### src/rtl/unidad_fetch_pkg.sv
// fetch_pkg: shared widths, instruction field positions, opcode encodings
// and the fetch state enum for the unidad_fetch instruction fetch stage.
// Ports: none (package).
package fetch_pkg;

  localparam int ADDR_W  = 8;
  localparam int INSTR_W = 18;

  // Instruction layout: {rs1, rs2, rd, op}
  localparam int RS1_HI = 17;
  localparam int RS1_LO = 13;
  localparam int RS2_HI = 12;
  localparam int RS2_LO = 8;
  localparam int RD_HI  = 7;
  localparam int RD_LO  = 3;
  localparam int OP_HI  = 2;
  localparam int OP_LO  = 0;

  localparam logic [2:0] OP_SUMA = 3'b000;
  localparam logic [2:0] OP_AND  = 3'b001;
  localparam logic [2:0] OP_OR   = 3'b010;

  typedef enum logic [1:0] {
    IDLE  = 2'd0,
    FETCH = 2'd1,
    HALT  = 2'd2
  } fetch_state_e;

endpackage

### src/rtl/unidad_fetch_if.sv
// unidad_fetch_if: bundles the instruction-memory port, redirect request and
// the decode-facing valid/ready output of the fetch stage.
// Modports:
//   master - fetch stage side (drives mem_addr, out_*, halted, stall_count)
//   slave  - environment side (memory, decode, control)
// Optional: stall_count exists only when FETCH_STALL_CNT_EN is defined.
interface unidad_fetch_if;
  import fetch_pkg::*;

  logic                en;
  logic [ADDR_W-1:0]   mem_addr;
  logic [INSTR_W-1:0]  mem_instr;
  logic                redirect_valid;
  logic [ADDR_W-1:0]   redirect_addr;
  logic                out_valid;
  logic                out_ready;
  logic [INSTR_W-1:0]  out_instr;
  logic [ADDR_W-1:0]   out_pc;
  logic [4:0]          out_rs1;
  logic [4:0]          out_rs2;
  logic [4:0]          out_rd;
  logic [2:0]          out_op;
  logic                halted;
`ifdef FETCH_STALL_CNT_EN
  logic [15:0]         stall_count;
`endif

  modport master (
    input  en, mem_instr, redirect_valid, redirect_addr, out_ready,
    output mem_addr, out_valid, out_instr, out_pc,
    output out_rs1, out_rs2, out_rd, out_op, halted
`ifdef FETCH_STALL_CNT_EN
    , output stall_count
`endif
  );

  modport slave (
    output en, mem_instr, redirect_valid, redirect_addr, out_ready,
    input  mem_addr, out_valid, out_instr, out_pc,
    input  out_rs1, out_rs2, out_rd, out_op, halted
`ifdef FETCH_STALL_CNT_EN
    , input stall_count
`endif
  );

endinterface

### src/rtl/unidad_fetch_registro_salida.sv
// registro_salida: valid/ready output register of the fetch stage. Holds the
// fetched instruction and its PC until decode accepts it.
// Ports:
//   clk, rst_n       clock, async active-low reset
//   load             capture d_instr/d_pc and mark valid
//   flush            drop the held instruction (wins over load)
//   ready            decode accepts the held instruction this cycle
//   d_instr, d_pc    data to capture
//   valid, instr, pc registered output
module registro_salida
  import fetch_pkg::*;
(
  input  logic               clk,
  input  logic               rst_n,
  input  logic               load,
  input  logic               flush,
  input  logic               ready,
  input  logic [INSTR_W-1:0] d_instr,
  input  logic [ADDR_W-1:0]  d_pc,
  output logic               valid,
  output logic [INSTR_W-1:0] instr,
  output logic [ADDR_W-1:0]  pc
);

  logic               valid_q, valid_d;
  logic [INSTR_W-1:0] instr_q, instr_d;
  logic [ADDR_W-1:0]  pc_q, pc_d;

  always_comb begin
    valid_d = valid_q;
    instr_d = instr_q;
    pc_d    = pc_q;
    if (flush) begin
      valid_d = 1'b0;
    end else if (load) begin
      valid_d = 1'b1;
      instr_d = d_instr;
      pc_d    = d_pc;
    end else if (ready) begin
      valid_d = 1'b0;
    end
  end

  always_ff @(posedge clk or negedge rst_n) begin
    if (!rst_n) begin
      valid_q <= 1'b0;
      instr_q <= '0;
      pc_q    <= '0;
    end else begin
      valid_q <= valid_d;
      instr_q <= instr_d;
      pc_q    <= pc_d;
    end
  end

  assign valid = valid_q;
  assign instr = instr_q;
  assign pc    = pc_q;

endmodule

### src/rtl/unidad_fetch.sv
// unidad_fetch: instruction fetch stage. Owns the PC, addresses a
// combinational-read instruction memory, registers each word with its PC and
// presents it to decode via valid/ready. Supports redirect-with-flush and
// halts after delivering the instruction at PC_LAST.
// Ports:
//   clk, rst_n  clock, async active-low reset
//   bus         unidad_fetch_if.master (memory, redirect, output handshake)
// Optional: define FETCH_STALL_CNT_EN to add a saturating 16-bit stall_count.
//
// state | meaning
// IDLE  | after reset, waiting for en; no loads
// FETCH | loading one instruction per cycle when output register frees up
// HALT  | PC_LAST has been loaded; no further loads until a redirect
module unidad_fetch
  import fetch_pkg::*;
#(
  parameter logic [ADDR_W-1:0] PC_RESET = '0,
  parameter logic [ADDR_W-1:0] PC_LAST  = ADDR_W'(255)
) (
  input  logic           clk,
  input  logic           rst_n,
  unidad_fetch_if.master bus
);

  fetch_state_e       state_q, state_d;
  logic [ADDR_W-1:0]  pc_q, pc_d;
  logic               load;
  logic               flush;
  logic               out_valid;
  logic [INSTR_W-1:0] out_instr;
  logic [ADDR_W-1:0]  out_pc;

  always_comb begin
    state_d = state_q;
    pc_d    = pc_q;
    load    = 1'b0;
    flush   = 1'b0;
    unique case (state_q)
      IDLE: begin
        // A redirect in IDLE only retargets the PC; fetch still waits for en.
        if (bus.redirect_valid) pc_d = bus.redirect_addr;
        else if (bus.en)        state_d = FETCH;
      end
      FETCH: begin
        if (bus.redirect_valid) begin
          pc_d  = bus.redirect_addr;
          flush = 1'b1;
        end else if (!out_valid || bus.out_ready) begin
          load = 1'b1;
          pc_d = pc_q + ADDR_W'(1);
          if (pc_q == PC_LAST) state_d = HALT;
        end
      end
      HALT: begin
        if (bus.redirect_valid) begin
          pc_d    = bus.redirect_addr;
          flush   = 1'b1;
          state_d = FETCH;
        end
      end
      default: state_d = IDLE;
    endcase
  end

  always_ff @(posedge clk or negedge rst_n) begin
    if (!rst_n) begin
      state_q <= IDLE;
      pc_q    <= PC_RESET;
    end else begin
      state_q <= state_d;
      pc_q    <= pc_d;
    end
  end

  registro_salida u_registro_salida (
    .clk     (clk),
    .rst_n   (rst_n),
    .load    (load),
    .flush   (flush),
    .ready   (bus.out_ready),
    .d_instr (bus.mem_instr),
    .d_pc    (pc_q),
    .valid   (out_valid),
    .instr   (out_instr),
    .pc      (out_pc)
  );

  assign bus.mem_addr  = pc_q;
  assign bus.out_valid = out_valid;
  assign bus.out_instr = out_instr;
  assign bus.out_pc    = out_pc;
  assign bus.out_rs1   = out_instr[RS1_HI:RS1_LO];
  assign bus.out_rs2   = out_instr[RS2_HI:RS2_LO];
  assign bus.out_rd    = out_instr[RD_HI:RD_LO];
  assign bus.out_op    = out_instr[OP_HI:OP_LO];
  assign bus.halted    = (state_q == HALT);

`ifdef FETCH_STALL_CNT_EN
  logic [15:0] stall_cnt_q, stall_cnt_d;

  always_comb begin
    stall_cnt_d = stall_cnt_q;
    if (out_valid && !bus.out_ready && (stall_cnt_q != 16'hFFFF))
      stall_cnt_d = stall_cnt_q + 16'd1;
  end

  always_ff @(posedge clk or negedge rst_n) begin
    if (!rst_n) stall_cnt_q <= '0;
    else        stall_cnt_q <= stall_cnt_d;
  end

  assign bus.stall_count = stall_cnt_q;
`endif

endmodule

### src/flat_wrapper.sv
// flat-port wrapper written by rule: the top's interface ports become plain ports
module unidad_fetch_flat import fetch_pkg::*;
#(
  parameter logic [ADDR_W-1:0] PC_RESET = '0,
  parameter logic [ADDR_W-1:0] PC_LAST  = ADDR_W'(255)
)
  (clk, rst_n, bus_en, bus_mem_instr, bus_redirect_valid, bus_redirect_addr, bus_out_ready, bus_mem_addr, bus_out_valid, bus_out_instr, bus_out_pc, bus_out_rs1, bus_out_rs2, bus_out_rd, bus_out_op, bus_halted);
  unidad_fetch_if bus_i ();
  input  logic clk;
  input  logic rst_n;
  input wire logic [$bits(bus_i.en)-1:0] bus_en;
  input wire logic [$bits(bus_i.mem_instr)-1:0] bus_mem_instr;
  input wire logic [$bits(bus_i.redirect_valid)-1:0] bus_redirect_valid;
  input wire logic [$bits(bus_i.redirect_addr)-1:0] bus_redirect_addr;
  input wire logic [$bits(bus_i.out_ready)-1:0] bus_out_ready;
  output wire logic [$bits(bus_i.mem_addr)-1:0] bus_mem_addr;
  output wire logic [$bits(bus_i.out_valid)-1:0] bus_out_valid;
  output wire logic [$bits(bus_i.out_instr)-1:0] bus_out_instr;
  output wire logic [$bits(bus_i.out_pc)-1:0] bus_out_pc;
  output wire logic [$bits(bus_i.out_rs1)-1:0] bus_out_rs1;
  output wire logic [$bits(bus_i.out_rs2)-1:0] bus_out_rs2;
  output wire logic [$bits(bus_i.out_rd)-1:0] bus_out_rd;
  output wire logic [$bits(bus_i.out_op)-1:0] bus_out_op;
  output wire logic [$bits(bus_i.halted)-1:0] bus_halted;
  assign bus_i.en = bus_en;
  assign bus_i.mem_instr = bus_mem_instr;
  assign bus_i.redirect_valid = bus_redirect_valid;
  assign bus_i.redirect_addr = bus_redirect_addr;
  assign bus_i.out_ready = bus_out_ready;
  assign bus_mem_addr = bus_i.mem_addr;
  assign bus_out_valid = bus_i.out_valid;
  assign bus_out_instr = bus_i.out_instr;
  assign bus_out_pc = bus_i.out_pc;
  assign bus_out_rs1 = bus_i.out_rs1;
  assign bus_out_rs2 = bus_i.out_rs2;
  assign bus_out_rd = bus_i.out_rd;
  assign bus_out_op = bus_i.out_op;
  assign bus_halted = bus_i.halted;
  unidad_fetch #(.PC_RESET(PC_RESET), .PC_LAST(PC_LAST)) u_core (.clk(clk), .rst_n(rst_n), .bus(bus_i));
endmodule
### config.mk
export PLATFORM = sky130hd
export DESIGN_NAME = unidad_fetch_flat
export DESIGN_NICKNAME = d
export VERILOG_FILES = /design/src/rtl/unidad_fetch_pkg.sv /design/src/rtl/unidad_fetch_if.sv /design/src/rtl/unidad_fetch_registro_salida.sv /design/src/rtl/unidad_fetch.sv /design/src/flat_wrapper.sv
export SDC_FILE = /design/constraint.sdc
export NUM_CORES = 1
export LEC_CHECK = 0
export ABC_AREA = 1
export CORE_AREA = 2 2 80 82
export CTS_BUF_LIST = sky130_fd_sc_hd__clkbuf_4
export CTS_CLUSTER_DIAMETER = 50
export DETAILED_ROUTE_END_ITERATION = 12
export DIE_AREA = 0 0 82 84
export DONT_BUFFER_PORTS = 1
export PLACE_DENSITY_LB_ADDON = 0.1
export SLEW_MARGIN = 40
export SYNTH_ARGS = -nofsm -noshare
export SYNTH_HDL_FRONTEND = slang
export SYNTH_SLANG_ARGS = --single-unit
### constraint.sdc
create_clock -name clk -period 1.8 [get_ports clk]
set_input_delay 0.09 -clock clk [delete_from_list [all_inputs] [get_ports clk]]
set_output_delay 0.09 -clock clk [all_outputs]
set_load 0.1 [all_outputs]
==> results of run 1 <==
## registers in the layout, indices dropped and copies added (netlist names)
| name | flops |
|---|---|
| u_core.u_registro_salida.valid | 1 |
| u_core.state_q | 2 |
| u_core.bus.mem_addr | 8 |
| u_core.u_registro_salida.pc | 8 |
| u_core.u_registro_salida.instr | 18 |
## kinds of logic after synthesis
| family | count (synthesis) | share of synthesized area [%] |
|---|---|---|
| mux | 19 | 13.5 |
| flops | 37 | 46.1 |
| buf+inv | 46 | 13.5 |
| simple gates | 95 | 20.2 |
| fa+ha+maj | 5 | 3.12 |
| compound gates | 14 | 3.61 |
## cell usage after synthesis, drive strengths merged
master / instances / share of area [%]
ha: 5 / 3.1
inv: 23 / 4.3
nand3: 13 / 3.2
mux2: 19 / 13
a21boi: 1 / 0.37
o21ai: 13 / 3.2
nand3b: 1 / 0.56
nand2: 55 / 11
buf: 23 / 9.2
nand4: 1 / 0.31
nor2: 23 / 4.8
nor3: 2 / 0.50
dfrtp: 37 / 46
## metrics by stage
stage          std cells  utilization [%]  worst slack, ns  hold WS, ns
3_5_place_dp         310             36.9            0.115       -0.204
3_3_place_gp         310             36.9            0.192       -0.205
6_report             345             42.5            0.158       0.0343
2_1_floorplan        216                -           0.0265       -0.206
5_1_grt              345             42.5           0.0217       0.0418
4_1_cts              345             42.4           0.0995      0.00705
## worst max-delay path: cells and delay by family (launching register included)
family                     cells  cell delay (ns)
DFF                            1             0.41
and+or+nand+nor                6             0.60
adders and majority gates      1             0.24
buffers and inverters          3             0.32
## cell type report
type | count | area, sq um
timing repair buffer | 67 | 581
sequential | 37 | 952
fill | 613 | 3500
tap | 77 | 96.3
inverter | 23 | 86.3
clock buffer | 6 | 45.0
multi-input combinational | 133 | 822
clock inverter | 2 | 10.0
## final timing paths
check	start	end	slack, ns	depth (start not counted)
worst max-delay path	u_core.state_q[0]	u_core.bus.mem_addr[4]	0.16	10
worst min-delay path	bus_redirect_addr[4]	u_core.bus.mem_addr[4]	0.03	4
worst max register to register	u_core.state_q[0]	u_core.bus.mem_addr[4]	0.16	10
worst min register to register	u_core.u_registro_salida.pc[1]	u_core.u_registro_salida.pc[1]	0.50	2
max in group asynchronous	rst_n	u_core.u_registro_salida.instr[1]	1.38	2
min in group asynchronous	rst_n	u_core.u_registro_salida.instr[9]	0.21	2
## metal layers
metal	GRT usage, %	vias to the layer above	routed length [um]
li1	-	765	-
met1	17.2	744	1970
met2	22.8	46	2130
met3	4.22	6	319
met4	4.70	0	63
met5	0	-	0
## repair_timing
action	4_1_cts	5_1_grt
hold buffers	27	0
gates resized for setup	0	1
endpoints found under the hold margin	62	0
setup endpoints to repair	0	6
==> results.yml, run 1 <==
sta:
  relSlewSlack_pct: 63.5
  fin_skew_ns: 0.00503
  min_period_ns: 1.64
  rsz0062_at_grt: "false"
  final-hold-violation-count: 0
  fin_crit_sh_pct: 91.2
  final_max_slew_viol_count: 0
  final.setup.tns_ns: 0
  worstMarginPinSlew_ns: 0.552
  fmax_mhz: 609
  finalSetupViolations: 0
finish:
  final_nets: 303
  area_delta_synth_final_pct: 29.1
  antennaDiodeCount: 0
  final_common_cell: "nand2_1"
  fin_area_sq_um: 2590
  drive_above_1_share_pct: 36.2
  final_cell_mix: "nand2_1, buf_4, dlygate4sd3_1"
setup_path:
  arrival_ns: 1.92
  cp-start-kind: "flop"
  crit_path_frequent_cell: "nand2_1"
  cp_slowest_stage_delay_ns: 0.41
  crit_type: "flop to flop"
  endpoint_kind: "flop"
  path_max_fanout: 8
  critical_path.cell_chain: "inv_1 > ha_1 > nor2_2 > inv_1 > nand2_1 > nand3b_2 > buf_4 > nor2_1 > nand2_1 > nand2_1"
  required_ns: 2.08
  cp_slowest_cell: "dfrtp_1"
min_path:
  hp-class: "input port to flop"
global_route:
  antenna_found_initial: 0
  grt_usage_pct: 14.0
  overflow: 0
  grt_pass1_vias: 1656
  grt_pass1_wl_um: 7450
  grt_max_degree: 38
cts:
  cts_sinks: 37
  clk_path_buf_depth: 2
  htree_levels: 2
  cts_tree: "built"
  clock-root-buffer: "clkbuf_4"
  insertion_delay_ns: 0.33
  path_clk_slew_ns: 0.11
  numCtsBuffers: 5
  post_cts_buffers: 0
floorplanning:
  ios: 85
  die_w_um: 82
  core-area_sq_um: 6100
  die_h_um: 84
  rows: 29
  dieArea_sq_um: 6890
  initial_core_util_pct: 32.9
job:
  cap_violations: 0
run_status:
  status: "finished, final reports clean"
routing:
  first_pass_iters: 4
  via_per_inst: 4.52
  wire_per_inst_um: 13.0
  drt_iter0_drc: 75
  routed_wl_um: 4480
  via_count: 1561
  drc: 0
  ant_nets: 0
synth:
  seq_area_frac_synth_pct: 46.1
  synth.avg_cell_area_sq_um: 9.30
  synth_warnings: 0
  synthCells: 216
  ys_seq_elements: 37
  ys_types: 22
  synthesis.area_sq_um: 2010
  syn_nets: 252
placement:
  hpwl_um: 3170
  port_buffers: 0
  gp_congestion: 0.800
  placed_area_sq_um: 2250
Power of run 1 is left out: the tool's default activity adds up to more than one toggle a clock period on the data nets, which glitch-free logic cannot reach.
==> inputs of run 2 (changes only) <==
Clock period 1.8 ns to 1.45 ns, I/O delays scaled along.
==> results.yml, run 2 (same netlist as run 1, synthesis figures left out) <==
cts:
  clock-root-buffer: "clkbuf_4"
  htree_levels: 2
  numCtsBuffers: 5
  cts_sinks: 37
  insertion_delay_ns: 0.34
  clk_path_buf_depth: 2
  path_clk_slew_ns: 0.12
  cts_tree: "built"
routing:
  drt_iter0_drc: 37
  wire_per_inst_um: 13.8
  routed_wl_um: 4960
  via_per_inst: 4.56
  via_count: 1637
  first_pass_iters: 4
  ant_nets: 0
  drc: 0
finish:
  n_fill_cell: 570
  seq_area_sq_um: 967
  multiInputGateArea_sq_um: 922
  final_nets: 317
  final_core_util_pct: 51.4
  area_delta_synth_final_pct: 56.1
  final_common_cell: "nand2_1"
  antennaDiodeCount: 0
  final_cell_mix: "nand2_1, dlygate4sd3_1, buf_4"
  largest_reg_flops: 18
  drive_above_1_share_pct: 48.9
sta:
  final-hold-violation-count: 0
  min_period_ns: 1.51
  final_max_slew_viol_count: 0
  worst_slack_ns: -0.0579
  worstMarginPinSlew_ns: 0.327
  fmax_mhz: 663
  fin_crit_sh_pct: 104
  fin_skew_ns: 0.00862
  final.setup.tns_ns: -0.630
  finalSetupViolations: 20
  relSlewSlack_pct: 78.1
  rsz0062_at_grt: "true"
setup_path:
  cp.depth: 8
  arrival_ns: 1.79
  endpoint_kind: "flop"
  cp_slowest_cell: "dfrtp_1"
  path_delay_family: "simple AND/OR/NAND/NOR gates"
  worstPathBufferInverterCount: 2
  reg2reg_depth: 8
  crit_type: "flop to flop"
  cp-start-kind: "flop"
  cp_slowest_stage_delay_ns: 0.42
  crit_path_frequent_cell: "nand2_1"
  required_ns: 1.73
  critical_path.cell_chain: "inv_2 > ha_2 > buf_4 > nand2_1 > nand2_2 > nor3_1 > nand3_1 > nand2_1"
  path_max_fanout: 3
placement:
  gp_congestion: 0.797
  hpwl_um: 3270
  port_buffers: 0
floorplanning:
  initial_core_util_pct: 32.9
  ios: 85
  die_h_um: 84
  core-area_sq_um: 6100
  die_w_um: 82
  rows: 29
  dieArea_sq_um: 6890
global_route:
  grt_max_degree: 38
  grt_pass1_wl_um: 7770
  grt_pass1_vias: 1605
  grt_usage_pct: 14.6
  overflow: 0
  antenna_found_initial: 0
run_status:
  status: "complete, but fails checks"
  violations: "setup timing"
min_path:
  hp-class: "input port to flop"
  whs_path_depth: 4
job:
  cap_violations: 0
[run 2: final timing paths]
kind / from / endpoint / slack (ns)
max: u_core.state_q[0] / u_core.state_q[0] / -0.06
min: bus_redirect_addr[2] / u_core.bus.mem_addr[2] / 0.02
max reg2reg: u_core.state_q[0] / u_core.state_q[0] / -0.06
min reg2reg: u_core.u_registro_salida.pc[1] / u_core.u_registro_salida.pc[1] / 0.50
max in group asynchronous: rst_n / u_core.bus.mem_addr[1] / 1.04
min in group asynchronous: rst_n / u_core.u_registro_salida.instr[2] / 0.18
[run 2: metrics by stage]
stage | area, sq um | std cells | worst slack, ns | hold WS (ns)
floorplan | 2050 | 216 | -0.0309 | -0.223
global placement | 2580 | 317 | -0.0180 | -0.222
detailed placement | 2580 | 317 | -0.0683 | -0.222
CTS | 2960 | 354 | -0.0248 | 0.00313
global route | 3140 | 359 | -0.155 | 0.0255
finish | 3140 | 359 | -0.0579 | 0.0190
[run 2: final cells by class]
type / count / area share (%)
repair buffers: 81 / 32.0
well taps: 77 / 3.07
clock buffers: 6 / 1.44
clock inverters: 2 / 0.319
flip-flops and latches: 37 / 30.8
inverters: 23 / 2.91
multi-input cells: 133 / 29.4
[run 2: repair_timing]
action                                 4_1_cts  5_1_grt
endpoints found under the hold margin       63        0
setup buffers                                0        3
gates resized for setup                     10       35
cloned                                       1        2
hold buffers                                28        0
pin swaps                                    0        6
setup endpoints to repair                   33       35
[run 2: worst reg2reg max path: cells and delay by family, from the launching register on]
| kind | cells | cell delay [ns] |
|---|---|---|
| adder cells (fa/ha/maj) | 1 | 0.21 |
| buffers and inverters | 2 | 0.22 |
| flip-flops | 1 | 0.42 |
| AND/OR/NAND/NOR | 5 | 0.62 |
[run 2: per-layer routing]
metal	up-vias	global-route usage (%)	part of all wire [%]
met3	8	4.33	5.9
met1	785	18.8	43
li1	794	-	-
met2	50	22.9	50
met4	0	5.00	1.4
met5	-	0	0
Power of run 2 is left out for the same reason.
==> inputs of run 3 (changes only) <==
--- a/config.mk
+++ b/config.mk
@@ -7,9 +7,9 @@
 export LEC_CHECK = 0
 export ABC_AREA = 1
-export CORE_AREA = 2 2 80 82
+export CORE_AREA = 2 2 70 72
 export CTS_BUF_LIST = sky130_fd_sc_hd__clkbuf_4
 export CTS_CLUSTER_DIAMETER = 50
 export DETAILED_ROUTE_END_ITERATION = 12
-export DIE_AREA = 0 0 82 84
+export DIE_AREA = 0 0 72 74
 export DONT_BUFFER_PORTS = 1
 export PLACE_DENSITY_LB_ADDON = 0.1
==> constraint.sdc (replaced) <==
create_clock -name clk -period 1.45 [get_ports clk]
set_input_delay 0.29 -clock clk [delete_from_list [all_inputs] [get_ports clk]]
set_output_delay 0.29 -clock clk [all_outputs]
set_load 0.1 [all_outputs]
==> results.yml, run 3 (same netlist as run 1, synthesis figures left out) <==
cts:
  clock-root-buffer: "clkbuf_4"
  path_clk_slew_ns: 0.12
  cts_sinks: 37
  clk_path_buf_depth: 2
  numCtsBuffers: 5
  htree_levels: 2
  cts_tree: "built"
  insertion_delay_ns: 0.34
placement:
  placed_area_sq_um: 2580
  dp_cells: 292
  gp_congestion: 0.819
  port_buffers: 0
  hpwl_um: 3340
job:
  cap_violations: 0
finish:
  largest_reg_flops: 18
  area_delta_synth_final_pct: 45.7
  final_common_cell: "nand2_1"
  antennaDiodeCount: 0
  fin_area_sq_um: 2930
  multiInputGateArea_sq_um: 973
  final_nets: 290
  final_cell_mix: "nand2_1, buf_12, dfrtp_2"
  n_fill_cell: 378
  drive_above_1_share_pct: 57.3
  final_cells: 309
  seq_area_sq_um: 967
sta:
  relSlewSlack_pct: 79.7
  final-hold-violation-count: 0
  worst_slack_ns: -0.119
  fin_skew_ns: 0.0126
  final_max_slew_viol_count: 0
  final.setup.tns_ns: -2.22
  fin_crit_sh_pct: 108
  worstMarginPinSlew_ns: 0.305
  fmax_mhz: 637
  hold_ws_ns: 0.0828
  rsz0062_at_grt: "true"
  finalSetupViolations: 33
  min_period_ns: 1.57
run_status:
  status: "complete, but fails checks"
  violations: "setup timing"
setup_path:
  path_max_fanout: 3
  required_ns: 1.16
  crit_type: "flop to primary output"
  reg2reg_depth: 7
  arrival_ns: 1.28
  endpoint_kind: "primary output"
  cp-start-kind: "flop"
routing:
  routed_wl_um: 4720
  first_pass_iters: 4
  via_count: 1570
  drt_iter0_drc: 53
  via_per_inst: 5.08
  drc: 0
  wire_per_inst_um: 15.3
  ant_nets: 0
floorplanning:
  rows: 25
  die_h_um: 74
  core-area_sq_um: 4600
  ios: 85
  dieArea_sq_um: 5330
  initial_core_util_pct: 43.7
  die_w_um: 72
global_route:
  grt_max_degree: 38
  grt_pass1_wl_um: 7170
  grt_usage_pct: 17.8
  antenna_found_initial: 0
  overflow: 0
  grt_pass1_vias: 1515
min_path:
  hp-class: "input port to flop"
  whs_path_depth: 1
[run 3: repair_timing]
action                                  in CTS  in global routing
setup buffers                                3                  3
pin swaps                                    6                 11
cloned                                       0                  1
endpoints found under the setup margin      30                 35
endpoints found under the hold margin       37                  0
gates resized for setup                     26                 29
hold buffers                                 2                  0
[run 3: worst max-delay path, cell delays in order, from the launching register on]
cell and delay, ns:
dfrtp_1 0.45, buf_6 0.15, ha_4 0.17, buf_12 0.16
[run 3: final timing paths]
kind	from	end	slack [ns]
max	u_core.state_q[1]	bus_halted	-0.12
min in group asynchronous	rst_n	u_core.u_registro_salida.instr[7]	0.39
max in group asynchronous	rst_n	u_core.u_registro_salida.valid	0.84
max reg2reg	u_core.state_q[1]	u_core.u_registro_salida.instr[11]	-0.10
min	bus_mem_instr[7]	u_core.u_registro_salida.instr[7]	0.08
min reg2reg	u_core.u_registro_salida.pc[1]	u_core.u_registro_salida.pc[1]	0.51
[run 3: cell type report]
type	count	area share (%)
inverter	23	3.12
clock buffer	6	1.54
timing repair buffer	54	25.6
clock inverter	2	1.15
tap	54	2.31
multi-input combinational	133	33.3
sequential	37	33.0
[run 3: stage by stage]
| stage | worst slack [ns] | utilization, % |
|---|---|---|
| finish | -0.119 | 63.6 |
| global route | -0.170 | 63.6 |
| CTS | -0.115 | 60.7 |
| detailed placement | -0.129 | 56.1 |
| global placement | -0.0453 | 56.1 |
| floorplan | -0.0670 | - |
[run 3: layer usage]
layer	GRT usage (%)	part of all wire, %	vias to the layer above
met5	0	0	-
met4	6.29	1.6	0
met3	5.28	7.3	8
met2	32.3	52	61
met1	20.1	39	755
li1	-	-	746
Power of run 3 is left out for the same reason.
